[config.mk]
export PLATFORM = sky130hd
export DESIGN_NAME = apb_rr_arbiter
export DESIGN_NICKNAME = d
export VERILOG_FILES = /design/src/rtl/apb_rr_arbiter.sv
export SDC_FILE = /design/constraint.sdc
export NUM_CORES = 1
export LEC_CHECK = 0
export ABC_AREA = 1
export BUFFER_PORTS_ARGS = -buffer_cell sky130_fd_sc_hd__buf_2
export CAP_MARGIN = 20
export CORE_AREA = 2 2 157 159
export CTS_CLUSTER_DIAMETER = 120
export CTS_CLUSTER_SIZE = 12
export DETAILED_ROUTE_END_ITERATION = 8
export DIE_AREA = 0 0 159 161
export SETUP_SLACK_MARGIN = 0.2
export SLEW_MARGIN = 0
export SYNTH_ARGS = -nofsm -noshare
export SYNTH_HDL_FRONTEND = slang
export SYNTH_SLANG_ARGS = --single-unit
export TNS_END_PERCENT = 10
[constraint.sdc]
create_clock -name clk -period 6 [get_ports clk]
set_input_delay 1.2 -clock clk [delete_from_list [all_inputs] [get_ports clk]]
set_output_delay 1.2 -clock clk [all_outputs]
set_load 0.05 [all_outputs]
[src/rtl/apb_rr_arbiter.sv]
// Round-robin arbiter draining per-slave APB request FIFOs into a single APB3 master port.
// One transfer at a time; completions come back tagged with the FIFO they were popped from.
module apb_rr_arbiter #(
    parameter int NUM_PORTS = 4,
    parameter int AW        = 32,
    parameter int DW        = 32,
    parameter int TIMEOUT   = 16
) (
    input  logic                         clk,
    input  logic                         reset,
    input  logic [NUM_PORTS-1:0]         fifo_empty_i,
    input  logic [NUM_PORTS-1:0]         fifo_write_i,
    input  logic [NUM_PORTS*AW-1:0]      fifo_addr_i,
    input  logic [NUM_PORTS*DW-1:0]      fifo_wdata_i,
    output logic [NUM_PORTS-1:0]         pop_o,
    output logic                         psel,
    output logic                         penable,
    output logic                         pwrite,
    output logic [AW-1:0]                paddr,
    output logic [DW-1:0]                pwdata,
    input  logic                         pready,
    input  logic [DW-1:0]                prdata,
    input  logic                         pslverr,
    output logic                         rsp_valid_o,
    output logic [$clog2(NUM_PORTS)-1:0] rsp_port_o,
    output logic [DW-1:0]                rsp_rdata_o,
    output logic                         rsp_err_o
);

    localparam int PW = $clog2(NUM_PORTS);
    localparam int CW = $clog2(TIMEOUT + 1);

    typedef enum logic [1:0] {IDLE, SETUP, ACCESS, RESP} state_t;

    state_t                state;
    logic [PW-1:0]         last_grant;
    logic [PW-1:0]         grant;
    logic [PW-1:0]         cand;
    logic                  found;
    logic [CW-1:0]         count;
    logic [NUM_PORTS-1:0]  req;
    logic [AW-1:0]         sel_addr;
    logic [DW-1:0]         sel_wdata;
    logic                  sel_write;

    assign req       = ~fifo_empty_i;
    assign sel_addr  = fifo_addr_i[int'(grant)*AW +: AW];
    assign sel_wdata = fifo_wdata_i[int'(grant)*DW +: DW];
    assign sel_write = fifo_write_i[grant];

    // Search starts one past the previous winner so every non-empty FIFO gets its turn.
    always_comb begin
        grant = last_grant;
        found = 1'b0;
        cand  = '0;
        for (int i = 1; i <= NUM_PORTS; i++) begin
            cand = PW'((int'(last_grant) + i) % NUM_PORTS);
            if (!found && req[cand]) begin
                grant = cand;
                found = 1'b1;
            end
        end
    end

    // Pop is gated by reset so an async reset never leaves a strobe toward a FIFO.
    always_comb begin
        pop_o = '0;
        if (reset && (state == IDLE) && (|req)) begin
            pop_o[grant] = 1'b1;
        end
    end

    always_ff @(posedge clk or negedge reset) begin
        if (!reset) begin
            state       <= IDLE;
            last_grant  <= PW'(NUM_PORTS - 1);
            count       <= '0;
            psel        <= 1'b0;
            penable     <= 1'b0;
            pwrite      <= 1'b0;
            paddr       <= '0;
            pwdata      <= '0;
            rsp_valid_o <= 1'b0;
            rsp_port_o  <= '0;
            rsp_rdata_o <= '0;
            rsp_err_o   <= 1'b0;
        end else begin
            rsp_valid_o <= 1'b0;
            case (state)
                IDLE: begin
                    if (|req) begin
                        last_grant <= grant;
                        paddr      <= sel_addr;
                        pwrite     <= sel_write;
                        pwdata     <= sel_write ? sel_wdata : '0;
                        psel       <= 1'b1;
                        penable    <= 1'b0;
                        state      <= SETUP;
                    end
                end
                SETUP: begin
                    penable <= 1'b1;
                    state   <= ACCESS;
                end
                ACCESS: begin
                    count <= count + CW'(1);
                    // pready wins over the timeout when both land on the same cycle.
                    if (pready) begin
                        rsp_rdata_o <= pwrite ? '0 : prdata;
                        rsp_err_o   <= pslverr;
                        rsp_port_o  <= last_grant;
                        rsp_valid_o <= 1'b1;
                        psel        <= 1'b0;
                        penable     <= 1'b0;
                        state       <= RESP;
                    end else if (count == CW'(TIMEOUT - 1)) begin
                        rsp_rdata_o <= '0;
                        rsp_err_o   <= 1'b1;
                        rsp_port_o  <= last_grant;
                        rsp_valid_o <= 1'b1;
                        psel        <= 1'b0;
                        penable     <= 1'b0;
                        state       <= RESP;
                    end
                end
                RESP: begin
                    count <= '0;
                    state <= IDLE;
                end
                default: begin
                    state <= IDLE;
                end
            endcase
        end
    end

endmodule

Word level (Yosys, flattened, before mapping)
Cells that the tools add are included. Widths: inputs -> output; s select.

Flip-flop bits (word level): 112. Latch bits: 0. Memory bits (writable): 0. Bits in read-only memories: 0. Bits of input ports: 300. Output and inout bits: 107. Word-level logic and storage cells: 94. Memories: 0.

Add/sub/neg operators: 5. Multiply operators: 0. Divide/modulo/power cells: 0. $lt $le $gt $ge: 6. Eq/ne operators: 6. Shifts and indexed selects: 2. Mux-type cells: 42. Bitwise gates (word level): 1. Reduce and logical (&&, ||, !) cells: 20.

Operator list (number): $shiftx 128x8->32 (2); $mux 32 (4); $mux 1 (18); $mux 2 (9); $lt 2x3->1 const B (5); $bmux 1 s2 (5); $pmux 5 s2 (1); $pmux 2 s4 (1); $logic_and 1x1->1 (6); $reduce_and 2->1 (3); $reduce_and 3->1 (2); $reduce_bool 2->1 (3); $add 5x1->5 const B (1); $eq 5x4->1 const B (1); $add 2x1->2 const B (2); $add 2x2->2 const B (2); $eq 2x2->1 const B (2); $mux 4 (1); $not 4->4 (1); $reduce_or 4->1 (1); $logic_not 1->1 (3); $ne 3x3->1 const B (1); $pmux 1 s3 (1); $reduce_bool 3->1 (1); other kinds (6) (6).

Longest topological paths before layout
Word-level depth: 18. Depth in mapped cells: 18. Depth with buffers taken out: 15.

Least setup slack after synthesis
No wires, ideal clock.

Kind: input to output. From: input fifo_empty_i[0]. To: output pop_o[0]. Arrival time: 3197 ps. Data required time: 4800 ps. Slack: 1603 ps. Stages: 13. Path buffers: 2. Cells stage by stage: inv_1 -> nand2_1 -> nand2_1 -> nand2_1 -> nand2_2 -> nand2_1 -> nand3_1 -> nand2_1 -> nand2_1 -> nand2_1 -> buf_4 -> buf_2 -> nor3_1.

Longest elaborated chain between the ends: 18. Elaborated cells between the ends (all ways): 30. Classes of those cells: 2 x order compare; 18 x mux; 1 x bitwise; 9 x reduce/logical.

RTL lines: start, declared (line 11) `input logic [NUM_PORTS-1:0] fifo_empty_i,`; $not 4->4 (*) (line 46) `assign req = ~fifo_empty_i;`; $bmux 1 s2 (line 58) `if (!found && req[cand]) begin`; $mux 1 (not written as such) (line 58); $mux 1 (line 58); $logic_not 1->1 (line 58); $logic_and 1x1->1 (line 58); $mux 1 (line 58); $logic_not 1->1 (line 58); (+2 left out); $logic_not 1->1 (line 58); $logic_and 1x1->1 (line 58); $mux 2 (line 58); $lt 2x3->1 (not written as such) / $ge 2x1->1 (equally long branches) (line 69) `pop_o[grant] = 1'b1;`; $logic_and 1x1->1 (not written as such) (line 69); $mux 1 (not written as such) (line 69); $demux 1 s2 (line 69); $mux 4 (*) (line 68) `if (reset && (state == IDLE) && (|req)) begin`; end, declared (line 15) `output logic [NUM_PORTS-1:0] pop_o,`.

Every way passes the cells marked *; elsewhere a longest branch is shown, timed or not. The select of a mux whose other input is x is not followed.

Worst setup path in the final report
From: input fifo_empty_i[1]. To: output pop_o[2].

Same word-level chain as after synthesis.

==> flow_results.org <==
** Drt
- The first detailed-routing pass ran for 5 iterations.
- For this run, design rule violations remaining after detail routing come to 0.
- In this run the remaining antenna-violating nets after routing total 0.
- Via count :: 8739
- First-iteration detailed-routing DRC count :: ~650
- Dividing the detail-routed via count by the number of cells gives 4.65.
- Final wirelength :: between 20000 and 30000 microns
- Final routed wire length divided by cell count :: 13.9 microns

** Global route
- Pin count of the biggest net entering global routing :: between 60 and 70
- The first global-routing pass estimated between 40000 and 50000 microns of wire.
- Aggregate global-route resource usage :: slightly below 20%
- The number of global-route vias before repair was slightly above 8000.
- For this run the aggregate overflow at the end of global routing stands at 0.
- Antenna violations before repair :: 0

** Clocking
- Post-CTS timing repair inserted 0 buffers for setup.
- Clock Path Buffers :: 2
- CTS saw 112 sinks.
- In this run, post-CTS repair resized a total of 0 instances.
- TritonCTS built the clock tree.
- Hold Buf Count CTS :: 0
- Clock tree synthesis inserted a total of 9 buffers.
- The root buffer cell chosen for the clock tree is clkbuf_16.
- The H-tree was split into 3 levels.
- The clock reaches the later pin of the worst-skew pair after roughly 360 ps.
- After clock tree synthesis, the clock-pin slew on the worst setup and hold paths is around 70 ps.

** Yosys
- The top cell type by area accounts for about 37% of the synthesized area.
- Post-synthesis sequential element count :: 112
- The mapped netlist covers 0.00747 sq mm.
- The synthesized design spends more area on one cell type than any other, namely nand2_1.
- Ranking of synthesized cells by area :: nand2_1 37%, dfrtp_1 37%, nand3_1 13%
- Number of distinct library cells after synthesis :: 26
- The cell count after synthesis came out at between 1000 and 1500.
- Synthesized area per cell :: ~6.2 sq um
- Synthesis produced a netlist with a net count of around 1500.
- Share of synthesized area occupied by flip-flops and latches :: between 30% and 40%
- Yosys printed 0 warnings.

** Die
- The floorplan has 57 rows.
- Full die area :: 0.0256 sq mm
- Core Box Area :: about 0.024 sq mm
- Number of top-level design ports :: between 400 and 500
- Once the floorplan was initialized, standard cells occupied 31.2% of the core.
- Measured along the y axis, the die boundary spans around 160 microns.
- From left edge to right edge, the die measures 159 microns.

** Power and ir drop
- Across the VDD grid, the largest voltage drop is ~360 uV.
- Power spread over the standard cell area amounts to approximately 700 mW/mm^2.
- Total power draw :: ~7100 uW
- Leak pwr :: 0.00624 uW

** Outcome
- Outcome :: completed

** STA
- The number of pins with negative max-slew slack in the final report is 0.
- Hold Fails Final Rpt :: 0
- In the final timing run, aggregate negative setup slack is 0 ps.
- Final setup violation count :: 0
- Worst setup skew after layout :: 13.0 ps
- The worst path in the final design needs a cycle of around 4200 ps, including I/O delays and setup.
- In this run the tightest slew margin relative to its limit is between 40 and 50%.
- Least-Margin Pin Slew :: 847 ps
- Setup repair after global routing left no endpoint under its margin.
- Max frequency :: 0.237 GHz
- In the finished design, the share of the clock period the worst path needs comes to a little over two thirds.
- Setup slack closes at 1780 ps.

** Worst setup path
- Worst path cell trace :: buf_2 > inv_1 > nand2_1 > nand2_1 > nand2_1 > nand2_2 > nand3_2 > nand2_1 > nand2_2 > nor3_1 > buf_2
- Highest fanout seen on the critical path :: 39
- Cell with the largest stage delay on the worst path :: nand2_2
- STA classifies the critical path startpoint as an input pin.
- The largest single stage delay on the critical path is around 470 ps.
- STA puts the critical path data required time at 4800 ps.
- Data arrives at the worst endpoint at between 3000 and 4000 ps.
- Start-to-end type of the worst setup path :: input pin to output port
- CP Capture Type :: output port
- CP Buf/Inv Count :: 3
- Gate family responsible for the most delay along the worst path :: simple AND/OR/NAND/NOR gates
- Worst setup path startpoint :: fifo_empty_i[1]
- Reg2reg setup slack :: between 2000 and 3000 ps
- In this run the critical register-to-register path is launched from last_grant[0]$_DFFE_PN1P_.
- In this design, the critical path's most frequently occurring cell is nand2_1.

** Min path
- The worst hold path begins at pwdata[19]$_DFFE_PN0P_.
- In this run the worst hold path is classified as flip-flop to flip-flop.

** Place
- Quantity of I/O buffers inserted on ports :: between 400 and 500
- Dpl cells :: between 1500 and 2000
- Summed over all nets, the half-perimeter wirelength after detailed placement is approximately 19000 microns.
- Minimum setup slack after placement :: about 1800 ps
- At the end of routability-driven placement, the weighted congestion stood at 0.850.
- Dpl cell area :: around 0.0096 sq mm

** Final layout
- Post-route non-filler standard cell count :: around 1900
- From synthesis to final layout, the design area changed by 33.1%.
- Number of antenna repair diodes :: 0
- In the final layout, the share of cells above drive strength 1 is 30.2%.
- The finished cells cover ~0.0099 sq mm.
- The library cells used most frequently in the layout, excluding fill and tap cells, are 729 x nand2_1, 405 x buf_2, 189 x nand3_1.
- Leading cell type in the layout, fill and taps excluded :: nand2_1
- After the last flow step, the layout net total stands at 1856.

** Job
- The tool flagged a number of max-cap violations equal to 0.
[per-layer routing]
| layer | vias up | share of wire [%] | global-route usage (%) |
|---|---|---|---|
| met3 | 36 | 5.8 | 3.70 |
| li1 | 4461 | - | - |
| met1 | 3935 | 43 | 25.1 |
| met5 | - | 0 | 0 |
| met4 | 0 | 2.4 | 6.32 |
| met2 | 307 | 49 | 34.3 |
[registers in the layout, summed over array words and instances (netlist names), 2 cells and up]
| name | cells |
|---|---|
| count | 5 |
| last_grant | 2 |
| paddr | 32 |
| pwdata | 32 |
| rsp_port_o | 2 |
| rsp_rdata_o | 32 |
| state | 2 |
[metrics by stage]
step / utilization (%) / hold slack (ps)
CTS: 41.4 / 481
floorplan: - / 494
finish: 41.5 / 474
detailed placement: 40.1 / 460
global placement: 40.0 / 457
global route: 41.5 / 494
[cells in the mapped netlist, drive strengths merged]
library cell	n
nor4	2
dfrtp	110
nor2	6
ha	6
a31oi	2
mux2	1
o21ai	9
nor3	11
nand3	200
inv	20
clkinv	1
dfstp	2
nand4	3
clkbuf	27
buf	58
nand2	742
a21oi	3
o22ai	1
[cell families after synthesis]
logic type      Yosys count  synth area share (%)
buf+inv                 106                  7.03
flops                   112                  37.5
compound gates           15                  1.06
simple gates            964                  53.2
mux                       1                 0.151
fa+ha+maj                 6                  1.00
[power by group]
part	leakage, uW	switching (uW)	total [uW]	internal (uW)
logic	0.00463	3890	5240	1350
clock network	0.000153	330	636	306
registers	0.00146	175	1260	1080
total	0.00624	4390	7130	2740
[worst reg2reg max path, cell delays in order, from the launching register on]
cell     delay, ps
dfstp_2        690
inv_2          170
nand2_1        100
nand2_2         90
nand2_2        110
nand2_4         90
nand3_2        100
nand2_1         70
nand2_2        610
buf_4          460
nand2_1        150
nand2_4        350
nand3_1        140
nand2_1         90
[final timing paths]
check / to / cells after the start
max in group asynchronous: paddr[21]$_DFFE_PN0P_ / 2
hold / removal: pwdata[19]$_DFFE_PN0P_ / 2
min in group asynchronous: pwdata[5]$_DFFE_PN0P_ / 1
hold reg to reg: pwdata[19]$_DFFE_PN0P_ / 2
setup / recovery: pop_o[2] / 11
setup reg to reg: pwdata[0]$_DFFE_PN0P_ / 13
[cell type report]
class | count | area [sq um]
Fill cell | 2620 | 14000
Multi-Input combinational cell | 986 | 4170
Sequential cell | 112 | 2810
Timing Repair Buffer | 420 | 2160
Tap cell | 324 | 405
Clock buffer | 9 | 225
Clock inverter | 7 | 91.3
Inverter | 21 | 78.8
No activity file was read; power rests on OpenSTA's default activity.
